File: src/rtl/abs_diff_sad.sv
// abs_diff_sad: streaming sum-of-absolute-differences engine.
// Per-beat lane |x-y| summed, accumulated per frame, one result per frame.
module abs_diff_sad #(
    parameter int WIDTH     = 10,
    parameter int LANES     = 4,
    parameter int ACC_WIDTH = 24,
    parameter int CNT_WIDTH = 16
) (
    input  logic                   clk,
    input  logic                   reset_n,
    input  logic                   in_valid,
    output logic                   in_ready,
    input  logic [LANES*WIDTH-1:0] in_x,
    input  logic [LANES*WIDTH-1:0] in_y,
    input  logic                   in_last,
    input  logic [ACC_WIDTH-1:0]   threshold,
    output logic                   out_valid,
    input  logic                   out_ready,
    output logic [ACC_WIDTH-1:0]   out_sad,
    output logic [CNT_WIDTH-1:0]   out_count,
    output logic                   out_below,
    output logic                   out_overflow
);

    localparam int SUM_W = WIDTH + $clog2(LANES);

    typedef enum logic {
        IDLE  = 1'b0,
        ACCUM = 1'b1
    } state_t;

    logic adv;

    logic [WIDTH-1:0] d_in [LANES];
    logic [WIDTH-1:0] s1_d [LANES];
    logic             s1_valid;
    logic             s1_last;

    logic [SUM_W-1:0] lane_sum;
    logic [SUM_W-1:0] s2_sum;
    logic             s2_valid;
    logic             s2_last;

    state_t                 state;
    state_t                 state_nxt;
    logic [ACC_WIDTH-1:0]   acc;
    logic [CNT_WIDTH-1:0]   cnt;
    logic                   ovf;
    logic [ACC_WIDTH-1:0]   acc_base;
    logic [CNT_WIDTH-1:0]   cnt_base;
    logic                   ovf_base;
    logic [ACC_WIDTH:0]     acc_wide;
    logic [CNT_WIDTH:0]     cnt_wide;
    logic                   acc_sat;
    logic                   cnt_sat;
    logic [ACC_WIDTH-1:0]   acc_nxt;
    logic [CNT_WIDTH-1:0]   cnt_nxt;
    logic                   ovf_nxt;
    logic [ACC_WIDTH-1:0]   acc_d;
    logic [CNT_WIDTH-1:0]   cnt_d;
    logic                   ovf_d;
    logic                   step;
    logic                   emit;

    // One global stall: nothing moves while a result waits unconsumed.
    assign adv      = !out_valid || out_ready;
    assign in_ready = adv;

    // Per-lane absolute difference of the incoming beat.
    always_comb begin
        for (int i = 0; i < LANES; i++) begin
            if (in_x[i*WIDTH +: WIDTH] > in_y[i*WIDTH +: WIDTH])
                d_in[i] = in_x[i*WIDTH +: WIDTH] - in_y[i*WIDTH +: WIDTH];
            else
                d_in[i] = in_y[i*WIDTH +: WIDTH] - in_x[i*WIDTH +: WIDTH];
        end
    end

    // S1: register lane differences; payload only loads on a real beat.
    always_ff @(posedge clk or negedge reset_n) begin
        if (!reset_n) begin
            s1_valid <= 1'b0;
            s1_last  <= 1'b0;
            for (int i = 0; i < LANES; i++)
                s1_d[i] <= '0;
        end else if (adv) begin
            s1_valid <= in_valid;
            if (in_valid) begin
                s1_last <= in_last;
                for (int i = 0; i < LANES; i++)
                    s1_d[i] <= d_in[i];
            end
        end
    end

    // Lane reduction; width is sized so the sum is always exact.
    always_comb begin
        lane_sum = '0;
        for (int i = 0; i < LANES; i++)
            lane_sum = lane_sum + SUM_W'(s1_d[i]);
    end

    // S2: register the beat sum.
    always_ff @(posedge clk or negedge reset_n) begin
        if (!reset_n) begin
            s2_valid <= 1'b0;
            s2_last  <= 1'b0;
            s2_sum   <= '0;
        end else if (adv) begin
            s2_valid <= s1_valid;
            if (s1_valid) begin
                s2_last <= s1_last;
                s2_sum  <= lane_sum;
            end
        end
    end

    // Saturating accumulate/count; IDLE always starts a frame from zero.
    always_comb begin
        acc_base = (state == IDLE) ? '0 : acc;
        cnt_base = (state == IDLE) ? '0 : cnt;
        ovf_base = (state == IDLE) ? 1'b0 : ovf;
        acc_wide = {1'b0, acc_base} + (ACC_WIDTH+1)'(s2_sum);
        cnt_wide = {1'b0, cnt_base} + (CNT_WIDTH+1)'(1);
        acc_sat  = acc_wide[ACC_WIDTH];
        cnt_sat  = cnt_wide[CNT_WIDTH];
        acc_nxt  = acc_sat ? '1 : acc_wide[ACC_WIDTH-1:0];
        cnt_nxt  = cnt_sat ? '1 : cnt_wide[CNT_WIDTH-1:0];
        ovf_nxt  = ovf_base | acc_sat | cnt_sat;
    end

    // Frame FSM: next state plus accumulator updates.
    always_comb begin
        step      = s2_valid && adv;
        emit      = step && s2_last;
        state_nxt = state;
        acc_d     = acc;
        cnt_d     = cnt;
        ovf_d     = ovf;
        case (state)
            IDLE: begin
                if (step && !s2_last) begin
                    state_nxt = ACCUM;
                    acc_d     = acc_nxt;
                    cnt_d     = cnt_nxt;
                    ovf_d     = ovf_nxt;
                end
            end
            ACCUM: begin
                if (step) begin
                    if (s2_last) begin
                        state_nxt = IDLE;
                        acc_d     = '0;
                        cnt_d     = '0;
                        ovf_d     = 1'b0;
                    end else begin
                        acc_d     = acc_nxt;
                        cnt_d     = cnt_nxt;
                        ovf_d     = ovf_nxt;
                    end
                end
            end
            default: begin
                state_nxt = IDLE;
                acc_d     = '0;
                cnt_d     = '0;
                ovf_d     = 1'b0;
            end
        endcase
    end

    // Frame state and running totals.
    always_ff @(posedge clk or negedge reset_n) begin
        if (!reset_n) begin
            state <= IDLE;
            acc   <= '0;
            cnt   <= '0;
            ovf   <= 1'b0;
        end else begin
            state <= state_nxt;
            acc   <= acc_d;
            cnt   <= cnt_d;
            ovf   <= ovf_d;
        end
    end

    // Result register: load on emit, otherwise clear valid when taken.
    always_ff @(posedge clk or negedge reset_n) begin
        if (!reset_n) begin
            out_valid    <= 1'b0;
            out_sad      <= '0;
            out_count    <= '0;
            out_below    <= 1'b0;
            out_overflow <= 1'b0;
        end else if (emit) begin
            out_valid    <= 1'b1;
            out_sad      <= acc_nxt;
            out_count    <= cnt_nxt;
            out_below    <= (acc_nxt < threshold);
            out_overflow <= ovf_nxt;
        end else if (out_ready) begin
            out_valid    <= 1'b0;
        end
    end

endmodule
File: config.mk
export PLATFORM = sky130hd
export DESIGN_NAME = abs_diff_sad
export DESIGN_NICKNAME = d
export VERILOG_FILES = /design/src/rtl/abs_diff_sad.sv
export SDC_FILE = /design/constraint.sdc
export NUM_CORES = 1
export LEC_CHECK = 0
export CAP_MARGIN = 10
export CORE_ASPECT_RATIO = 1.75
export CORE_MARGIN = 5
export CORE_UTILIZATION = 31
export CTS_CLUSTER_SIZE = 24
export DETAILED_ROUTE_END_ITERATION = 10
export GPL_ROUTABILITY_DRIVEN = 1
export HOLD_SLACK_MARGIN = 0.03
export PLACE_DENSITY = 0.55
export SYNTH_ARGS = -nofsm -noshare
export SYNTH_HDL_FRONTEND = slang
export SYNTH_SLANG_ARGS = --single-unit
File: constraint.sdc
create_clock -name clk -period 8.07 [get_ports clk]
set_clock_uncertainty 0.05 [all_clocks]
set_input_delay 2.421 -clock clk [delete_from_list [all_inputs] [get_ports clk]]
set_output_delay 2.421 -clock clk [all_outputs]
set_load 0.02 [all_outputs]
* Word level (Yosys, flattened, before mapping)
Index checks and enable logic that the tools add are counted.
** Word-level totals
- Register bits after elaboration :: 141
- Logic and storage cells :: 78
** Cells by class
- Add/subtract/negate cells :: 13
- Magnitude comparators :: 5
- Equality and inequality tests :: 2
- Multiplexer cells :: 27
- Bitwise operators :: 3
- Reductions and logical operators :: 10
** Operators by type and width (count)
- 2-to-1 mux 24 bit :: 5
- 2-to-1 mux 16 bit :: 5
- subtractor 10 bit :: 8
- one-hot mux 24 bit (2 select lines) :: 1
- > comparator 10 bit :: 4
- 2-to-1 mux 10 bit :: 4
- one-hot mux 16 bit (2 select lines) :: 1
- adder 24 x 12 -> 25 bit :: 1
- less-than comparator 24 bit :: 1
- adder 16 x 1 -> 17 bit (second input constant) :: 1
- adder 11 x 10 -> 12 bit :: 1
- adder 12 x 10 -> 12 bit :: 1
- adder 10 x 10 -> 11 bit :: 1
- 2-to-1 mux 1 bit :: 9
- AND reduction 2 bit :: 3
- inequality test 2 x 1 -> 1 bit (second input constant) :: 2
- one-hot mux 1 bit (2 select lines) :: 2
- logical AND 1 bit :: 3
- logical NOT 1 bit :: 2
- OR 1 bit :: 2
- nonzero test 2 bit :: 1
- logical OR 1 bit :: 1
- inverter 1 bit :: 1

* Logic depth before layout (Yosys ltp)
Gate-level depths: netlist of the first run.
- Depth after elaboration :: 7
- Mapped depth :: 24
- Gate-level depth less buffers :: 18

* Worst setup path before layout of the first run
OpenSTA, ideal clock, no wires.
- Path kind :: input-to-output
- From :: input out_ready
- To :: output in_ready
- Arrival time :: 2.882 ns
- Data required time :: 5.599 ns
- Setup slack :: 2.717 ns
- Stages :: 2
- Path buffers :: 1
- Path through :: nand2b_1 clkbuf_1
** Between the ends
- Cells in the longest elaborated chain, start to end :: 1
** RTL lines
- from (decl) :: line 18 : input logic out_ready,
- logical OR 1 bit :: line 66 : assign adv = !out_valid || out_ready;
- to (decl) :: line 12 : output logic in_ready,
No other way between the ends.

* Worst setup path in the final report of the first run
Ends and elaborated chain as after synthesis.

==> flow_metrics.py, run 1 <==
metrics = {
    "yosys": {
        "synth.cell_area_mm2": 0.0116,
        "synth_enable_flop_cells": 0,
        "synth.yosys.warnings": 0,
        "synthArstFlopShare_pct": 100,
        "ys_types": 68,
        "synth_cells": 1356,
        "top_cells_by_area_synth": "dfrtp_1 (30%), ha_1 (13%), o21ai_0 (5.4%)",
        "synthesis.nets": 1617,
        "synth_top_cell_by_area": "dfrtp_1",
        "synth_common_cells": "nand2_1 (153), dfrtp_1 (141), inv_1 (141), o21ai_0 (125), ha_1 (123)",
        "synthMostInstantiatedCell": "nand2_1",
        "synth.top_cell.area_share_pct": 30.4,
        "synth.yosys.seq_area_share_pct": 30.4,
        "dominantRegCellSynth": "dfrtp_1",
        "flip_flop_and_latch_count_after_synthesis": 141,
        "synth_area_per_cell_um2": 8.55,
    },
    "drt": {
        "average_vias_per_placed_instance": 5.00,
        "drc_errors": 0,
        "wl_per_cell_um": 16.3,
        "vias": 9846,
        "wl_um": 32100,
        "ant_nets": 0,
        "number_of_iterations_in_the_first_detailed_routing_pass": 5,
        "drtIter0Drc": 436,
    },
    "cells_and_area": {
        "finish.utilization_pct": 38.2,
        "fin_area_mm2": 0.0141,
        "multi_input_comb_area_mm2": 0.00734,
        "finalNetCount": 1746,
        "ff_latch_area_mm2": 0.00353,
        "area_delta_synth_final_pct": 21.5,
        "antenna_cells_inserted": 0,
        "drive_above_1_share_pct": 5.41,
        "fillerInstances": 3750,
    },
    "place": {
        "numPortBuffers": 152,
        "gpl.final_weighted_congestion": 0.869,
        "dp_worst_setup_slack_ns": 1.79,
        "dp_hpwl_um": 26000,
        "placed_cell_area_mm2": 0.0136,
    },
    "floorplanning": {
        "start_util_pct": 31.4,
        "overall_die_area_mm2": 0.0415,
        "floorplan.die.width_um": 156,
        "die_height_um": 266,
        "num_rows": 93,
        "coreArea_mm2": 0.0369,
        "floorplan.io_pins": 153,
    },
    "grt": {
        "grt_pass1_vias": 10000,
        "wire_length_of_the_first_global_routing_pass_um": 51500,
        "grt_start_max_net_pins": 86,
        "antenna_found_initial": 0,
        "track_usage_pct": 15.5,
        "gr-total-overflow": 0,
    },
    "setup_path": {
        "maximum_cell_stage_delay_along_the_critical_path_ns": 0.63,
        "critical-path-top-delay-family": "buffers and inverters",
        "worstPathArrival_ns": 3.81,
        "worstRegToRegCells": 15,
        "endpoint_kind": "output port",
        "critical_path.startpoint_type": "input port",
        "path_max_fanout": 11,
        "worstPathCellList": "clkdlybuf4s50_1 -> nand2b_1 -> buf_4 -> clkdlybuf4s50_1",
        "setup.reg_to_reg.worst_slack_ns": 3.02,
        "critical_path_required_ns": 5.60,
        "timing.rr.end": "out_below",
        "path_common_cell": "clkdlybuf4s50_1",
        "slowest_stage": "clkdlybuf4s50_1",
        "path_class": "input port to output port",
        "cp_num_buf_inv": 3,
    },
    "clock_tree": {
        "cts_htree_levels": 4,
        "cts_setup_buffers": 0,
        "clkSinkCount": 141,
        "cts_made_buffers": 17,
        "cts_hold_buffers": 0,
        "clock_pin_transition_on_the_worst_setup_and_hold_timing_paths_ns": 0.06,
        "clk_latency_ns": 0.44,
        "cts_tree": "built",
        "max-clock-path-buffers": 2,
        "cts-resized-gates": 0,
        "root_buffer": "clkbuf_16",
    },
    "timing": {
        "setup_viol": 0,
        "final_min_period_over_clock_period_pct": 77.9,
        "period_needed_ns": 6.28,
        "timing.max_slew.rel_slack_pct": 25.8,
        "rsz0062_at_grt": "false",
        "hold_viol": 0,
        "slew_viol_final": 0,
        "worstMarginPinSlew_ns": 1.11,
        "final_critical_path_setup_slack_ns": 1.79,
        "fin_tns_setup_ns": 0,
        "maxClockFrequency_mhz": 159,
    },
    "worst_hold_path": {
        "worstHoldPathCells": 2,
        "holdCritStartpoint": "out_count[6]",
        "timing.hold.worst.class": "flop to flop",
        "timing.hold.worst_endpoint": "out_count[6]",
    },
    "run": {
        "cap_viol_max_count": 0,
    },
    "power_and_ir_drop": {
        "power_density_mw_per_mm2": 317,
        "total_power_mw": 4.47,
        "p_leak_nw": 6.66,
        "irDropWorstVdd_mv": 0.159,
    },
    "outcome": {
        "result_of_the_run": "complete, no violations",
    },
}
==> sequential cells by signal, indices dropped and copies added (netlist names), named ones only <==
signal / cells
s1_valid: 1
cnt: 16
ovf: 1
out_sad: 24
out_count: 16
s1_last: 1
s1_d: 40
s2_valid: 1
out_valid: 1
out_below: 1
out_overflow: 1
acc: 24
s2_sum: 12
s2_last: 1
==> worst min-delay path, cell delays in order (launching register included) <==
cell and delay (ns):
dfrtp_1 0.34, nand2_1 0.05, o21ai_0 0.06
==> final cells by class <==
type | count | share of cell area, %
timing repair buffer | 160 | 11.2
multi-input combinational | 1024 | 52.1
clock inverter | 7 | 0.302
clock buffer | 23 | 3.32
inverter | 141 | 3.76
tap | 475 | 4.22
sequential | 141 | 25.1
==> logic make-up (layout without fill, tap and decap cells) <==
family | count (synthesis) | count (layout) | share of synthesized area (%)
and+or+nand+nor | 394 | 394 | 15.5
adders and majority gates | 152 | 152 | 18.3
buffers and inverters | 191 | 331 | 6.43
muxes | 50 | 50 | 4.53
AOI/OAI and AO/OA | 371 | 371 | 20.5
DFF | 141 | 141 | 30.4
xor gates and xnor gates | 57 | 57 | 4.31
==> where the power goes <==
part	switching, mW	internal (mW)	total [mW]
sequential	0.203	0.947	1.15
combinational	1.50	1.12	2.62
clock	0.295	0.402	0.697
total	2.00	2.47	4.47
==> metrics by stage <==
stage	cells	hold slack (ns)
3_5_place_dp	1941	0.419
3_3_place_gp	1941	0.409
2_1_floorplan	1356	0.392
5_1_grt	1971	0.448
4_1_cts	1971	0.433
6_report	1971	0.426
==> routing by layer <==
metal / share of wire, % / up-vias / GRT usage, %
li1: - / 4951 / -
met1: 36 / 4662 / 15.6
met2: 58 / 177 / 31.3
met3: 3.0 / 56 / 1.80
met4: 3.5 / 0 / 6.62
met5: 0 / - / 0
==> cell usage in the layout, fill, tap and decap left out, types with 8 or more instances in the layout <==
cell / synthesis / routed
nand2_1: 153 / 152
clkdlybuf4s50_1: 0 / 151
inv_1: 141 / 141
dfrtp_1: 141 / 141
o21ai_0: 125 / 124
ha_1: 123 / 123
nor2_1: 104 / 102
a21oi_1: 76 / 76
xnor2_1: 36 / 36
a21o_1: 30 / 30
mux2i_1: 30 / 30
fa_1: 29 / 29
nand3_1: 25 / 25
a31oi_1: 24 / 24
and2_1: 22 / 22
xor2_1: 21 / 21
nor2b_1: 21 / 21
a22o_1: 21 / 21
mux2_2: 20 / 20
clkbuf_16: 0 / 17
a211oi_1: 13 / 13
nor3_1: 13 / 13
nand4_1: 12 / 12
and3_1: 11 / 11
a21boi_0: 9 / 9
or3_1: 8 / 8
buf_4: 1 / 8
==> worst max path at each step <==
stage | startpoint | end | slack [ns] | cells after the start
after floorplan | out_ready | in_ready | 2.72 | 2
after CTS | out_ready | in_ready | 1.78 | 4
final | out_ready | in_ready | 1.79 | 4
after detailed placement | out_ready | in_ready | 1.79 | 4
after global routing | out_ready | in_ready | 1.75 | 4
after global placement | out_ready | in_ready | 1.80 | 4
Power figures use the tool's default switching activity.
==> run 2: changes to the inputs <==
Clock period 8.07 ns to 6.47 ns, I/O delays scaled along.
==> run 2 against run 1 <==
  * Cell area grew 0.20%
  * Via count grew 0.74%
  * Clock-buffer cell count grew 1
  * Largest power group unchanged
  * Highest routed layer unchanged
==> flow_metrics.py, run 2 (synthesized netlist as in run 1, its figures left out) <==
metrics = {
    "floorplanning": {
        "floorplan.die.width_um": 156,
        "floorplan.io_pins": 153,
        "start_util_pct": 31.4,
        "die_height_um": 266,
        "coreArea_mm2": 0.0369,
        "overall_die_area_mm2": 0.0415,
        "num_rows": 93,
    },
    "power_and_ir_drop": {
        "irDropWorstVdd_mv": 0.231,
        "p_leak_nw": 6.67,
        "power_density_mw_per_mm2": 395,
    },
    "timing": {
        "slew_viol_final": 0,
        "rsz0062_at_grt": "false",
        "maxClockFrequency_mhz": 186,
        "period_needed_ns": 5.38,
        "fin_hold_ws_ns": 0.426,
        "hold_viol": 0,
        "worstMarginPinSlew_ns": 1.16,
        "final_min_period_over_clock_period_pct": 83.1,
        "fin_tns_setup_ns": 0,
        "setup_viol": 0,
        "timing.max_slew.rel_slack_pct": 22.8,
    },
    "drt": {
        "wl_per_cell_um": 16.3,
        "vias": 9919,
        "wl_um": 32100,
        "ant_nets": 0,
        "number_of_iterations_in_the_first_detailed_routing_pass": 7,
        "drc_errors": 0,
        "average_vias_per_placed_instance": 5.04,
        "drtIter0Drc": 424,
    },
    "worst_hold_path": {
        "timing.hold.worst.class": "flop to flop",
    },
    "cells_and_area": {
        "largest-register": "s1_d",
        "final_cell_count_no_fill": 1970,
        "mostFrequentLayoutCell": "nand2_1",
        "multi_input_comb_area_mm2": 0.00734,
        "fin_area_mm2": 0.0141,
        "ff_latch_area_mm2": 0.00353,
        "drive_above_1_share_pct": 5.42,
        "antenna_cells_inserted": 0,
        "mostFrequentLayoutCells": "nand2_1 (152), clkdlybuf4s50_1 (151), inv_1 (141), dfrtp_1 (141), o21ai_0 (124)",
        "largest_registers": "s1_d (40), acc (24), out_sad (24)",
        "fillerInstances": 3790,
        "finalNetCount": 1749,
        "area_delta_synth_final_pct": 21.8,
        "largest_register_ff_count": 40,
    },
    "setup_path": {
        "critical_path.startpoint_type": "input port",
        "critical_path_required_ns": 4.48,
        "path_class": "input port to output port",
        "worstPathArrival_ns": 3.39,
        "endpoint_kind": "output port",
        "path_max_fanout": 4,
    },
    "clock_tree": {
        "root_buffer": "clkbuf_16",
        "max-clock-path-buffers": 2,
        "cts_tree": "built",
        "cts_setup_buffers": 0,
        "clkSinkCount": 141,
        "cts_hold_buffers": 0,
        "cts_htree_levels": 4,
        "clk_latency_ns": 0.42,
        "cts-resized-gates": 0,
        "clock_pin_transition_on_the_worst_setup_and_hold_timing_paths_ns": 0.05,
        "cts_made_buffers": 17,
    },
    "place": {
        "dpl.cell_count": 1944,
        "numPortBuffers": 152,
        "gpl.final_weighted_congestion": 0.869,
        "placed_cell_area_mm2": 0.0136,
        "dp_hpwl_um": 26400,
    },
    "outcome": {
        "result_of_the_run": "complete, no violations",
    },
    "grt": {
        "track_usage_pct": 15.5,
        "gr-total-overflow": 0,
        "grt_start_max_net_pins": 64,
        "antenna_found_initial": 0,
        "wire_length_of_the_first_global_routing_pass_um": 51400,
        "grt_pass1_vias": 10100,
    },
    "run": {
        "cap_viol_max_count": 0,
    },
}
run 2: cell types whose count changed in the layout (fill, tap and decap cells not counted):
cell        previous run  this run
clkinv_4               2         0
clkbuf_8               2         4
clkinv_2               5         1
buf_12                 0         1
buf_4                  8        10
clkinvlp_4             0         1
clkbuf_1               4         3
run 2: report_power, final:
part / internal (mW) / switching [mW]
Sequential: 1.18 / 0.257
Combinational: 1.40 / 1.86
Clock: 0.517 / 0.346
Total: 3.10 / 2.47
run 2: final timing paths:
path                               from  cells past startpoint  slack, ns      endpoint
setup / recovery              out_ready                      3       1.09      in_ready
hold / removal             out_count[1]                      2       0.43  out_count[1]
setup reg to reg                   flop                     17       1.59     out_below
hold reg to reg            out_count[1]                      2       0.43  out_count[1]
max in group asynchronous       reset_n                      2       3.87      s1_d[17]
min in group asynchronous       reset_n                      1       1.37   out_sad[23]
run 2: area by class of cell:
class / count / area share (%)
clock buffer: 24 / 3.48
clock inverter: 2 / 0.0887
inverter: 141 / 3.75
multi-input combinational: 1024 / 52.0
sequential: 141 / 25.0
tap: 475 / 4.21
timing repair buffer: 163 / 11.5
run 2: through the flow:
| stage | utilization, % | power (mW) | setup slack, ns |
|---|---|---|---|
| after floorplan | - | 3.67 | 1.58 |
| after global placement | 36.9 | 4.70 | 1.07 |
| after detailed placement | 36.9 | 4.77 | 1.09 |
| after CTS | 38.3 | 5.67 | 1.07 |
| after global routing | 38.3 | 6.11 | 1.05 |
| final | 38.3 | 5.57 | 1.09 |
run 2: critical path: stages:
cell	delay (ns)
clkdlybuf4s50_1	0.45
nand2b_1	0.31
clkdlybuf4s50_1	0.68
run 2: layer usage:
layer | up-vias | wire, µm | global-route usage [%]
met5 | - | 0 | 0
met4 | 0 | 388 | 3.33
met3 | 23 | 942 | 1.82
met2 | 185 | 19400 | 32.9
met1 | 4758 | 11400 | 15.4
li1 | 4953 | - | -
